--- config.mk ---
export PLATFORM = sky130hd
export DESIGN_NAME = multicycle_control
export DESIGN_NICKNAME = d
export VERILOG_FILES = /design/src/rtl/multicycle_control.sv
export SDC_FILE = /design/constraint.sdc
export NUM_CORES = 1
export LEC_CHECK = 0
export ABC_CLOCK_PERIOD_IN_PS = 6900
export CORE_MARGIN = 2
export CORE_UTILIZATION = 52
export DETAILED_ROUTE_END_ITERATION = 16
export GPL_ROUTABILITY_DRIVEN = 0
export HOLD_SLACK_MARGIN = 0.08
export PLACE_DENSITY_LB_ADDON = 0.05
export REMOVE_ABC_BUFFERS = 1
export SLEW_MARGIN = 20
export SYNTH_ARGS = -nofsm -noshare
export SYNTH_HDL_FRONTEND = slang
export SYNTH_SLANG_ARGS = --single-unit
--- constraint.sdc ---
create_clock -name clk -period 6.9 [get_ports clk]
set_input_delay 1.035 -clock clk [delete_from_list [all_inputs] [get_ports clk]]
set_output_delay 1.035 -clock clk [all_outputs]
set_load 0.005 [all_outputs]
--- src/rtl/multicycle_control.sv ---
// multicycle_control: multicycle MIPS main control FSM with memory wait-states, illegal-opcode flag and retire counter
// Ports: clk, reset (async active-low); opcode, mem_ready in; datapath enables/selects, state, illegal_op, mem_timeout, instr_count out.
module multicycle_control #(
  parameter int TIMEOUT = 16,
  parameter int CNT_W   = 32
) (
  input  logic             clk,
  input  logic             reset,
  input  logic [5:0]       opcode,
  input  logic             mem_ready,
  output logic             pc_write,
  output logic             pc_write_cond,
  output logic             i_or_d,
  output logic             mem_read,
  output logic             mem_write,
  output logic             ir_write,
  output logic             mem_to_reg,
  output logic             reg_write,
  output logic             reg_dst,
  output logic             alu_src_a,
  output logic [1:0]       alu_src_b,
  output logic [1:0]       alu_op,
  output logic [1:0]       pc_src,
  output logic [3:0]       state,
  output logic             illegal_op,
  output logic             mem_timeout,
  output logic [CNT_W-1:0] instr_count
);
  localparam logic [3:0] FETCH = 4'd0, DECODE = 4'd1, MEMADR = 4'd2, MEMRD = 4'd3,
                         MEMWB = 4'd4, MEMWR = 4'd5, RTEX = 4'd6, RTWB = 4'd7,
                         BEQEX = 4'd8, ADDIEX = 4'd9, ADDIWB = 4'd10, JEX = 4'd11;
  localparam logic [5:0] OP_R = 6'b000000, OP_LW = 6'b100011, OP_SW = 6'b101011,
                         OP_BEQ = 6'b000100, OP_ADDI = 6'b001000, OP_J = 6'b000010;
  localparam int WW = $clog2(TIMEOUT + 2);
  logic [3:0]       state_d, state_q;
  logic [WW-1:0]    wait_d, wait_q;
  logic             ill_d, ill_q, to_d, to_q;
  logic [CNT_W-1:0] cnt_d, cnt_q;
  logic             stall, expire, retire;
  always_comb begin
    stall = (state_q == FETCH || state_q == MEMRD || state_q == MEMWR) && !mem_ready;
    // the counter holds the number of wait cycles already spent, so the access is
    // abandoned in the TIMEOUT-th consecutive stall cycle
    expire = TIMEOUT != 0 && stall && wait_q == WW'(TIMEOUT - 1);
    wait_d = stall && !expire ? wait_q + WW'(1) : '0;
    state_d = state_q;
    retire = 1'b0;
    ill_d = ill_q;
    case (state_q)
      FETCH:  state_d = mem_ready ? DECODE : FETCH;
      DECODE:
        case (opcode)
          OP_LW, OP_SW: state_d = MEMADR;
          OP_R:         state_d = RTEX;
          OP_BEQ:       state_d = BEQEX;
          OP_ADDI:      state_d = ADDIEX;
          OP_J:         state_d = JEX;
          default: begin
            state_d = FETCH;
            ill_d = 1'b1;
          end
        endcase
      MEMADR: state_d = opcode == OP_LW ? MEMRD : MEMWR;
      MEMRD:  state_d = mem_ready ? MEMWB : MEMRD;
      MEMWR: begin
        state_d = mem_ready ? FETCH : MEMWR;
        retire = mem_ready;
      end
      RTEX:   state_d = RTWB;
      ADDIEX: state_d = ADDIWB;
      MEMWB, RTWB, BEQEX, ADDIWB, JEX: begin
        state_d = FETCH;
        retire = 1'b1;
      end
      default: state_d = FETCH;
    endcase
    if (expire) state_d = FETCH;
    to_d = to_q | expire;
    cnt_d = cnt_q + CNT_W'(retire);
  end
  always_ff @(posedge clk or negedge reset) begin
    if (!reset) begin
      state_q <= FETCH;
      wait_q <= '0;
      ill_q <= 1'b0;
      to_q <= 1'b0;
      cnt_q <= '0;
    end else begin
      state_q <= state_d;
      wait_q <= wait_d;
      ill_q <= ill_d;
      to_q <= to_d;
      cnt_q <= cnt_d;
    end
  end
  // control outputs decode from state; reset gates them so nothing is driven while held
  always_comb begin
    pc_write = 1'b0;
    pc_write_cond = 1'b0;
    i_or_d = 1'b0;
    mem_read = 1'b0;
    mem_write = 1'b0;
    ir_write = 1'b0;
    mem_to_reg = 1'b0;
    reg_write = 1'b0;
    reg_dst = 1'b0;
    alu_src_a = 1'b0;
    alu_src_b = 2'b00;
    alu_op = 2'b00;
    pc_src = 2'b00;
    if (reset)
      case (state_q)
        FETCH: begin
          mem_read = 1'b1;
          alu_src_b = 2'b01;
          ir_write = mem_ready;
          pc_write = mem_ready;
        end
        DECODE: alu_src_b = 2'b11;
        MEMADR, ADDIEX: begin
          alu_src_a = 1'b1;
          alu_src_b = 2'b10;
        end
        MEMRD: begin
          mem_read = 1'b1;
          i_or_d = 1'b1;
        end
        MEMWB: begin
          reg_write = 1'b1;
          mem_to_reg = 1'b1;
        end
        MEMWR: begin
          mem_write = 1'b1;
          i_or_d = 1'b1;
        end
        RTEX: begin
          alu_src_a = 1'b1;
          alu_op = 2'b10;
        end
        RTWB: begin
          reg_write = 1'b1;
          reg_dst = 1'b1;
        end
        BEQEX: begin
          alu_src_a = 1'b1;
          alu_op = 2'b01;
          pc_write_cond = 1'b1;
          pc_src = 2'b01;
        end
        ADDIWB: reg_write = 1'b1;
        JEX: begin
          pc_write = 1'b1;
          pc_src = 2'b10;
        end
        default: ;
      endcase
  end
  assign state = state_q;
  assign illegal_op = ill_q;
  assign mem_timeout = to_q;
  assign instr_count = cnt_q;
endmodule

======== Yosys cells after proc, flatten, opt, wreduce, memory -nomap -nowiden ========
Cells that the tools add are included.
cells by class
  add/subtract/negate cells ............... 2
  reductions and logical operators ........ 18
  muxes and demuxes ....................... 35
  eq/ne operators ......................... 17
  bitwise gates (word level) .............. 2
operators with widths
  operator               count
  $add A32 B1 Y32        1
  $pmux W4 S7            1
  $mux W1                20
  $pmux W4 S5            1
  $eq A4 B3 Y1 const B   4
  $eq A4 B4 Y1 const B   4
  $eq A6 B6 Y1 const B   2
  $mux W3                3
  $eq A4 B2 Y1 const B   2
  $pmux W2 S2            2
  $reduce_or A2 Y1       4
  $eq A6 B2 Y1 const B   1
  $eq A6 B3 Y1 const B   1
  $eq A6 B4 Y1 const B   1
  $logic_not A6 Y1       1
  $mux W2                3
  $pmux W2 S3            1
  $reduce_or A6 Y1       1
  $add A5 B1 Y5 const B  1
  $eq A5 B4 Y1 const B   1
  $mux W5                1
  $reduce_or A5 Y1       1
  $eq A4 B1 Y1 const B   1
  $logic_not A4 Y1       1
  other kinds (10)       15
storage, ports and cells
  input bits .............................. 9
  output and inout port bits .............. 54
  bits in registers ....................... 43

======== Logic depth before layout (Yosys ltp) ========
Gate-level depths: netlist of run 1.
  word-level depth ........................ 8
  gate-level depth with buffers ........... 10
  depth with buffers taken out ............ 9

======== Least setup slack after synthesis of run 1 ========
Ideal clock, no wire load.
  path kind ............................... input -> register
  start point ............................. input mem_ready
  end point ............................... register cnt_q[28], in the netlist instr_count[28]
  data required time ...................... 6,776 ps
  stages on the path ...................... 9
  setup slack ............................. 4,121 ps
  arrival time ............................ 2,656 ps
  setup time .............................. 124 ps
  path through ............................ clkbuf_1 a21oi_1 nor3_1 ha_1 ha_1 inv_1 nor4_4 nand4_1 xnor2_1
between the ends
  word-level cells in the longest chain between the ends .. 2
ends and longest elaborated chain
  element               line  RTL
  from (decl)           10    input logic mem_ready,
  $pmux W1 S2           49    case (state_q)
  $add A32 B1 Y32       79    cnt_d = cnt_q + CNT_W'(retire);
  named net cnt_d[28]   38    logic [CNT_W-1:0] cnt_d, cnt_q;
  to (signal assigned)  93    cnt_q <= cnt_d;
  to (decl)             38
The timed path passes the listed nets, and every way through them passes these cells.
A chain may end at the register's enable or synchronous reset.

======== Worst setup path after layout of run 1 ========
  start point ............................. input reset
  end point ............................... output i_or_d
between the ends
  word-level cells in the longest chain between the ends .. 1
ends and longest elaborated chain
  element      line  RTL
  from (decl)  8     input logic reset,
  $mux W1      111   if (reset)
  to (decl)    13    output logic i_or_d,
No other way between the ends.

==> flow_metrics.py, run 1 <==
metrics = {
    "routing": {
        "drt_first_pass_iters": 4,
        "vias": 1956,
        "wl_per_cell_um": 14.47,
        "drtIter0Drc": 119,
        "avgViaCountPerCell": 5.621,
        "drc": 0,
        "antenna_left": 0,
        "wl_mm": 5.035,
    },
    "logic_synthesis": {
        "synthCells": 235,
        "syn_area_sq_um": 2323,
        "synth_most_common_cell": "dfrtp_1",
        "ys_ff_latch": 43,
        "synthTopCellsByArea": "dfrtp_1, xnor2_1, nand3_1",
        "synth_flop_cell": "dfrtp_1",
        "netlist_top_cells_count": "dfrtp_1, xnor2_1, nor2_1",
        "synth_top_area_cell": "dfrtp_1",
        "ys_types": 43,
        "synth_edf_count": 0,
        "synth.top_cell.area_share_pct": 46.31,
        "ys_warn_count": 0,
        "synth_area_per_cell_sq_um": 9.887,
        "synthArstFlopShare_pct": 100.0,
        "seq_area_frac_synth_pct": 46.31,
    },
    "floorplan": {
        "fp.dieW_um": 70.85,
        "start_util_pct": 53.73,
        "dieArea_sq_um": 5019,
        "std_cell_rows": 24,
        "core-area_sq_um": 4324,
        "die_h_um": 70.85,
        "ios": 63,
    },
    "cells_and_area": {
        "instances_no_fill": 348,
        "fin_nets": 308,
        "synthToLayoutAreaGrowth_pct": 31.07,
        "fin_area_sq_um": 3045,
        "drive_gt1_share_pct": 6.757,
        "antennaDiodeCount": 0,
        "final_core_util_pct": 70.43,
    },
    "grt": {
        "grt_usage_pct": 21.64,
        "antenna_found_initial": 0,
        "grt-ovfl-total": 0,
        "grt_pass1_wl_mm": 8.700,
        "grt_pass1_vias": 1890,
        "grt_max_degree": 34,
    },
    "clock_tree": {
        "cts_made_buffers": 5,
        "cts_hold_buffers": 0,
        "cts.sinks": 43,
        "clock_path_buffers": 2,
        "worstSkewPairLatency_ns": 0.29,
        "clockRootBuffer": "clkbuf_8",
        "clk_pin_slew_ns": 0.08,
        "cts_resized": 0,
        "cts-htree-levels": 2,
        "cts_tree": "done",
        "cts_setup_buffers": 0,
    },
    "timing": {
        "max_freq_mhz": 277.6,
        "hold_viol": 0,
        "finalSetupTns_ns": 0,
        "fin_crit_sh_pct": 52.21,
        "rsz0062_at_grt": "no",
        "finalSetupViolations": 0,
        "clock_skew_ns": 0.009976,
        "maxSlewViolCount": 0,
        "fin_crit_ns": 3.603,
        "tightestPinTransition_ns": 0.7642,
        "max-slew-margin-rel_pct": 48.78,
    },
    "worst_setup_path": {
        "worstPathRequired_ns": 5.86,
        "cp.arrival_ns": 2.57,
        "path_cells": "buf_2 -> buf_4 -> and3_1 -> clkdlybuf4s50_1",
        "cp_top_family": "buffers and inverters",
        "start_kind": "primary input",
        "crit_type": "primary input to primary output",
        "end_kind": "primary output",
        "max_stage_delay_ns": 0.50,
        "crit_fanout": 33,
        "cp_slowest_cell": "clkdlybuf4s50_1",
        "cp_num_buf_inv": 3,
    },
    "placement": {
        "place.detailed.hpwl_mm": 3.680,
        "port_buffers": 62,
        "dpl.cell_count": 340,
        "place_area_sq_um": 2960,
    },
    "power": {
        "p_leak_nw": 1.252,
        "vdd_ir_drop_max_uv": 103.0,
        "p_per_area_nw_per_um2": 197.6,
    },
    "run_status": {
        "status": "completed",
    },
    "job": {
        "maxCapViolCount": 0,
    },
    "worst_hold_path": {
        "holdCritPathClass": "register to register",
    },
}
## cell families (layout without fill, tap and decap cells)
kind of cell,after synthesis,count (layout),share of synthesized area (%)
compound gates,26,26,7.216
simple gates,110,110,28.00
flops,43,43,46.31
buf+inv,18,79,3.500
xor+xnor,34,34,12.82
fa+ha+maj,4,4,2.154
## cells in the final DEF, fill, tap and decap left out, drive strengths merged, types with 2 or more instances in the layout
master and n:
buf 2, and4 7, o211ai 3, nand2 13, clkbuf 6, a21oi 5, xnor2 27, nand4 12
o21ai 7, a31oi 2, nor4 4, and3 6, ha 4, nor3 10, inv 8, nand2b 4
nand3 21, o21bai 2, nor2 23, clkdlybuf4s50 61, nor2b 2, xor2 7, nand3b 2, dfrtp 43
or2 2
## layout make-up
cell class	instances	area (sq um)
fillers	352	1279
repair buffers	63	623.1
clock inverters	2	12.51
flip-flops and latches	43	1076
multi-input cells	174	1166
inverters	8	30.03
well taps	52	65.06
clock buffers	6	72.57
## metrics by stage
stage / hold slack (ns) / setup slack (ns) / power [mW]
final: 0.4699 / 3.298 / 0.6017
after CTS: 0.4709 / 3.241 / 0.6089
after global placement: 0.4522 / 3.285 / 0.4519
after floorplan: 0.4329 / 4.366 / 0.3704
after global routing: 0.4969 / 3.104 / 0.6418
after detailed placement: 0.4602 / 3.269 / 0.4534
## final timing paths
path,startpoint,to,slack (ns),cells past startpoint
worst max-delay path,reset,i_or_d,3.30,4
worst min-delay path,wait_q[0]$_DFF_PN0_,wait_q[0]$_DFF_PN0_,0.47,1
worst max register to register,state[1]$_DFF_PN0_,instr_count[20]$_DFF_PN0_,4.19,9
worst min register to register,wait_q[0]$_DFF_PN0_,wait_q[0]$_DFF_PN0_,0.47,1
max in group asynchronous,reset,wait_q[3]$_DFF_PN0_,5.49,2
min in group asynchronous,reset,instr_count[18]$_DFF_PN0_,0.66,1
## metal layers
metal / part of all wire, % / wire (um) / GRT usage (%)
met4: 1.1 / 55 / 7.128
met5: 0 / 0 / 0
met2: 48 / 2419 / 35.20
met1: 46 / 2308 / 29.63
met3: 5.0 / 251 / 3.846
## power by group
group	internal (mW)	leakage (nW)	switching [mW]
clock	0.0708	0.0412	0.0833
sequential	0.271	0.586	0.0392
combinational	0.0761	0.625	0.0608
## registers in the layout (all words and copies together) (netlist names)
signal       flops
mem_timeout      1
wait_q           5
instr_count     32
state            4
illegal_op       1
(Power assumes the default switching activity.)
==> run 2: changes to the inputs <==
--- a/config.mk
+++ b/config.mk
@@ -5,9 +5,9 @@
 export SDC_FILE = /design/constraint.sdc
 export NUM_CORES = 1
 export LEC_CHECK = 0
-export ABC_CLOCK_PERIOD_IN_PS = 6900
+export ABC_CLOCK_PERIOD_IN_PS = 3730
 export CORE_MARGIN = 2
-export CORE_UTILIZATION = 52
+export CORE_UTILIZATION = 48
 export DETAILED_ROUTE_END_ITERATION = 16
 export GPL_ROUTABILITY_DRIVEN = 0
 export HOLD_SLACK_MARGIN = 0.08
==> constraint.sdc (replaced) <==
create_clock -name clk -period 3.73 [get_ports clk]
set_input_delay 0.5595 -clock clk [delete_from_list [all_inputs] [get_ports clk]]
set_output_delay 0.5595 -clock clk [all_outputs]
set_load 0.005 [all_outputs]
==> run 2 against run 1 <==
- clock-buffer cell count is the same
- flip-flop and latch count did not move
- global-route usage shrank 1.7 points
- sequential power up 85%
- final area up 0.66%
- clock power increased by 120%
- sequential share of layout area fell by 0.23 points
- critical endpoint is now alu_src_b[1]
- largest power group unchanged
- highest routed layer unchanged
==> flow_metrics.py, run 2 (synthesis results as in run 1) <==
metrics = {
    "timing": {
        "fin_crit_ns": 2.721,
        "tightestPinTransition_ns": 0.8090,
        "rsz0062_at_grt": "no",
        "fin_crit_sh_pct": 72.95,
        "finalSetupViolations": 0,
        "finalSetupTns_ns": 0,
        "hold_viol": 0,
        "clock_skew_ns": 0.005369,
        "max_freq_mhz": 367.5,
        "maxSlewViolCount": 0,
        "max-slew-margin-rel_pct": 45.77,
    },
    "worst_setup_path": {
        "cp.arrival_ns": 2.16,
        "worstPathRequired_ns": 3.17,
        "crit_fanout": 20,
        "start_kind": "register",
        "crit_type": "register to primary output",
        "end_kind": "primary output",
    },
    "clock_tree": {
        "cts_made_buffers": 5,
        "clockRootBuffer": "clkbuf_8",
        "cts_resized": 0,
        "cts_setup_buffers": 0,
        "cts_hold_buffers": 0,
        "clk_pin_slew_ns": 0.07,
        "clock_path_buffers": 2,
        "cts-htree-levels": 2,
        "worstSkewPairLatency_ns": 0.29,
        "cts_tree": "done",
        "cts.sinks": 43,
    },
    "floorplan": {
        "die_h_um": 73.58,
        "std_cell_rows": 25,
        "ios": 63,
        "start_util_pct": 49.52,
        "fp.dieW_um": 73.58,
        "dieArea_sq_um": 5413,
        "core-area_sq_um": 4692,
    },
    "cells_and_area": {
        "layout_common_cells": "clkdlybuf4s50_1, dfrtp_1, xnor2_1",
        "multi_input_area_sq_um": 1166,
        "final_common_cell": "clkdlybuf4s50_1",
        "antennaDiodeCount": 0,
        "drive_gt1_share_pct": 6.441,
        "synthToLayoutAreaGrowth_pct": 31.93,
        "seq_area_sq_um": 1076,
        "fill_cells": 404,
        "fin_nets": 308,
        "fin_area_sq_um": 3065,
        "largest_reg_flops": 32,
    },
    "power": {
        "p_per_area_nw_per_um2": 380.9,
        "vdd_ir_drop_max_uv": 179.9,
        "p_leak_nw": 1.262,
    },
    "routing": {
        "drt_first_pass_iters": 4,
        "wl_mm": 4.973,
        "drtIter0Drc": 113,
        "wl_per_cell_um": 14.25,
        "antenna_left": 0,
        "vias": 1944,
        "drc": 0,
        "avgViaCountPerCell": 5.570,
    },
    "run_status": {
        "status": "completed",
    },
    "job": {
        "maxCapViolCount": 0,
    },
    "worst_hold_path": {
        "holdCritPathClass": "primary input to async pin",
    },
    "grt": {
        "grt_pass1_vias": 1807,
        "grt_usage_pct": 19.95,
        "grt_pass1_wl_mm": 8.438,
        "grt-ovfl-total": 0,
        "antenna_found_initial": 0,
        "grt_max_degree": 32,
    },
    "placement": {
        "place.detailed.hpwl_mm": 3.631,
        "place_area_sq_um": 2963,
        "port_buffers": 62,
    },
}
## run 2: cell count changes in the layout (fill, tap and decap cells not counted)
cell / previous run / this run
clkinv_2: 1 / 0
clkinvlp_4: 1 / 0
bufinv_16: 0 / 1
## run 2: worst max-delay path, stage by stage, from the launching register on
cell and delay [ns]:
dfrtp_1 0.71, nand2b_1 0.27, nor2_1 0.23, nor2_1 0.07, nor2_1 0.09, clkdlybuf4s50_1 0.51
## run 2: cell type report
type,count,area share (%)
clock inverters,1,0.9796
clock buffers,6,2.367
repair buffers,63,20.33
multi-input cells,174,38.04
well taps,54,2.204
flip-flops and latches,43,35.10
inverters,8,0.9796
## run 2: where the power goes
| part | internal (mW) | leakage [nW] | switching (mW) |
|---|---|---|---|
| Clock | 0.196 | 0.0513 | 0.147 |
| Combinational | 0.141 | 0.625 | 0.110 |
| Sequential | 0.502 | 0.586 | 0.0713 |
## run 2: stage by stage
| step | worst slack, ns | hold slack (ns) | total power [mW] | utilization, % | cells |
|---|---|---|---|---|---|
| floorplan | 1.382 | 0.2639 | 0.6851 | - | 225 |
| global placement | 0.8924 | 0.4505 | 0.8373 | 63.15 | 342 |
| detailed placement | 0.8279 | 0.4545 | 0.8380 | 63.15 | 342 |
| CTS | 0.9921 | 0.1983 | 1.184 | 65.33 | 349 |
| global route | 0.7770 | 0.2118 | 1.242 | 65.33 | 349 |
| finish | 1.009 | 0.2016 | 1.168 | 65.33 | 349 |
## run 2: final timing paths
kind	from	to	slack [ns]	depth (start not counted)
max	state[1]$_DFF_PN0_	alu_src_b[1]	1.01	5
min	reset	state[2]$_DFF_PN0_	0.20	1
max reg2reg	state[1]$_DFF_PN0_	instr_count[22]$_DFF_PN0_	1.03	9
min reg2reg	wait_q[0]$_DFF_PN0_	wait_q[0]$_DFF_PN0_	0.46	1
max in group asynchronous	reset	instr_count[19]$_DFF_PN0_	2.79	2
min in group clk	wait_q[0]$_DFF_PN0_	wait_q[0]$_DFF_PN0_	0.46	1
## run 2: layer usage
| metal | GRT usage [%] | part of all wire (%) | up-vias | routed length, um |
|---|---|---|---|---|
| met3 | 4.527 | 4.1 | 6 | 203 |
| met5 | 0 | 0 | - | 0 |
| met1 | 26.36 | 47 | 941 | 2321 |
| met4 | 5.455 | 1.0 | 0 | 50 |
| li1 | - | - | 947 | - |
| met2 | 32.94 | 48 | 50 | 2398 |
==> run 3: changes to the inputs <==
--- a/config.mk
+++ b/config.mk
@@ -5,9 +5,9 @@
 export SDC_FILE = /design/constraint.sdc
 export NUM_CORES = 1
 export LEC_CHECK = 0
-export ABC_CLOCK_PERIOD_IN_PS = 3730
+export ABC_CLOCK_PERIOD_IN_PS = 2300
 export CORE_MARGIN = 2
-export CORE_UTILIZATION = 48
+export CORE_UTILIZATION = 44
 export DETAILED_ROUTE_END_ITERATION = 16
 export GPL_ROUTABILITY_DRIVEN = 0
 export HOLD_SLACK_MARGIN = 0.08
==> constraint.sdc (replaced) <==
create_clock -name clk -period 2.3 [get_ports clk]
set_input_delay 0.345 -clock clk [delete_from_list [all_inputs] [get_ports clk]]
set_output_delay 0.345 -clock clk [all_outputs]
set_load 0.005 [all_outputs]
==> run 3 against run 2 <==
- final area grew 6.9%
- via count up 5.7%
- wire length is 9.6% higher
- non-clock buffer count up 22
- critical endpoint is now reg_write
- first-iteration DRC count is 26% lower
- largest power group unchanged
==> flow_metrics.py, run 3 (synthesis results as in run 1) <==
metrics = {
    "run_status": {
        "status": "completed",
    },
    "worst_setup_path": {
        "r2r-start": "state[1]$_DFF_PN0_",
        "start_kind": "register",
        "cp_slowest_cell": "clkdlybuf4s50_1",
        "ff2ff_setup_slack_ns": 0.26,
        "crit_fanout": 7,
        "crit_type": "register to primary output",
        "cp.arrival_ns": 1.89,
        "end_kind": "primary output",
        "r2r_cells": 10,
        "reg2reg_to": "instr_count[24]$_DFF_PN0_",
        "path_cells": "buf_4 -> nor3b_2 -> a21oi_1 -> o32ai_1 -> and2_1 -> clkdlybuf4s50_1",
        "max_stage_delay_ns": 0.50,
        "worstPathRequired_ns": 1.96,
    },
    "routing": {
        "vias": 2055,
        "antenna_left": 0,
        "drt_first_pass_iters": 4,
        "avgViaCountPerCell": 5.296,
        "drc": 0,
        "wl_mm": 5.449,
        "wl_per_cell_um": 14.04,
        "drtIter0Drc": 84,
    },
    "timing": {
        "setup_ws_ns": 0.06107,
        "maxSlewViolCount": 0,
        "rsz0062_at_grt": "yes",
        "fin_crit_ns": 2.239,
        "tightestPinTransition_ns": 0.4457,
        "hold_viol": 0,
        "fin_crit_sh_pct": 97.34,
        "clock_skew_ns": 0.01174,
        "finalSetupViolations": 0,
        "max-slew-margin-rel_pct": 70.04,
        "max_freq_mhz": 446.6,
    },
    "power": {
        "vdd_ir_drop_max_uv": 394.6,
        "p_leak_nw": 1.386,
        "p_per_area_nw_per_um2": 587.3,
        "power_mw": 1.925,
    },
    "floorplan": {
        "ios": 63,
        "std_cell_rows": 26,
        "die_h_um": 76.67,
        "start_util_pct": 45.49,
        "fp.dieW_um": 76.67,
        "core-area_sq_um": 5107,
        "dieArea_sq_um": 5878,
    },
    "cells_and_area": {
        "largest_reg_flops": 32,
        "antennaDiodeCount": 0,
        "multi_input_area_sq_um": 1189,
        "final_core_util_pct": 64.18,
        "fin_nets": 330,
        "synthToLayoutAreaGrowth_pct": 41.09,
        "layout_common_cells": "clkdlybuf4s50_1, dfrtp_1, xnor2_1",
        "fin_area_sq_um": 3278,
        "seq_area_sq_um": 1079,
        "final_common_cell": "clkdlybuf4s50_1",
        "drive_gt1_share_pct": 15.41,
        "fill_cells": 455,
    },
    "clock_tree": {
        "worstSkewPairLatency_ns": 0.30,
        "cts_tree": "done",
        "clock_path_buffers": 2,
        "cts.sinks": 43,
        "clockRootBuffer": "clkbuf_8",
        "clk_pin_slew_ns": 0.09,
        "cts-htree-levels": 2,
        "cts_made_buffers": 5,
    },
    "grt": {
        "grt_max_degree": 26,
        "grt_pass1_vias": 2014,
        "grt-ovfl-total": 0,
        "grt_usage_pct": 19.48,
        "antenna_found_initial": 0,
        "grt_pass1_wl_mm": 9.266,
    },
    "placement": {
        "place.detailed.hpwl_mm": 3.887,
        "dp_slack_ns": -0.1139,
        "place_area_sq_um": 3110,
        "port_buffers": 62,
    },
    "worst_hold_path": {
        "holdCritPathClass": "primary input to async pin",
    },
    "job": {
        "maxCapViolCount": 0,
    },
}
-- run 3: worst max-delay path, delay by kind of cell, from the launching register on --
kind | cells | cell delay (ns)
AND/OR/NAND/NOR | 2 | 0.34
buffers and inverters | 2 | 0.67
flip-flops | 1 | 0.42
AO/OA/AOI/OAI | 2 | 0.18
-- run 3: what timing repair did --
item                                    in CTS  in global routing
endpoints found under the setup margin       4                  6
gates resized for setup                      3                  8
pin swaps                                    1                  1
setup buffers                                0                  4
hold buffers                                 1                  0
hold endpoints to repair                     4                  0
-- run 3: final cells by class --
cell class	instances	area share, %
Timing Repair Buffer	85	24.43
Tap cell	70	2.672
Clock buffer	5	2.099
Sequential cell	43	32.90
Inverter	8	0.9160
Multi-Input combinational cell	174	36.26
Clock inverter	3	0.7252
-- run 3: metal layers --
| layer | vias to the layer above | share of wire [%] | track usage (%) |
|---|---|---|---|
| li1 | 992 | - | - |
| met1 | 985 | 46 | 24.54 |
| met2 | 69 | 47 | 32.89 |
| met3 | 9 | 5.5 | 4.588 |
| met4 | 0 | 1.9 | 6.545 |
| met5 | - | 0 | 0 |
-- run 3: how the worst max path moves through the flow --
stage	from	endpoint	slack, ns	cells after the start
finish	state[2]$_DFF_PN0_	reg_write	0.06	6
global route	state[2]$_DFF_PN0_	reg_write	-0.01	6
CTS	state[3]$_DFF_PN0_	pc_write	0.004	5
detailed placement	mem_ready	instr_count[24]$_DFF_PN0_	-0.11	10
global placement	mem_ready	instr_count[28]$_DFF_PN0_	-0.05	10
floorplan	state[1]$_DFF_PN0_	instr_count[28]$_DFF_PN0_	-0.05	9
-- run 3: report_power, final --
part	total [mW]	internal, mW	switching [mW]	leakage, nW
registers	0.891	0.816	0.0752	0.583
logic	0.534	0.287	0.246	0.762
clock network	0.500	0.217	0.283	0.0408
-- run 3: stage by stage --
step	setup TNS, ns	hold WS [ns]	cells
after floorplan	-0.1416	0.04941	225
after global placement	-0.1531	0.2264	375
after detailed placement	-0.5946	0.2400	375
after CTS	0	0.1344	384
after global routing	-0.01383	0.1755	388
final	0	0.1491	388
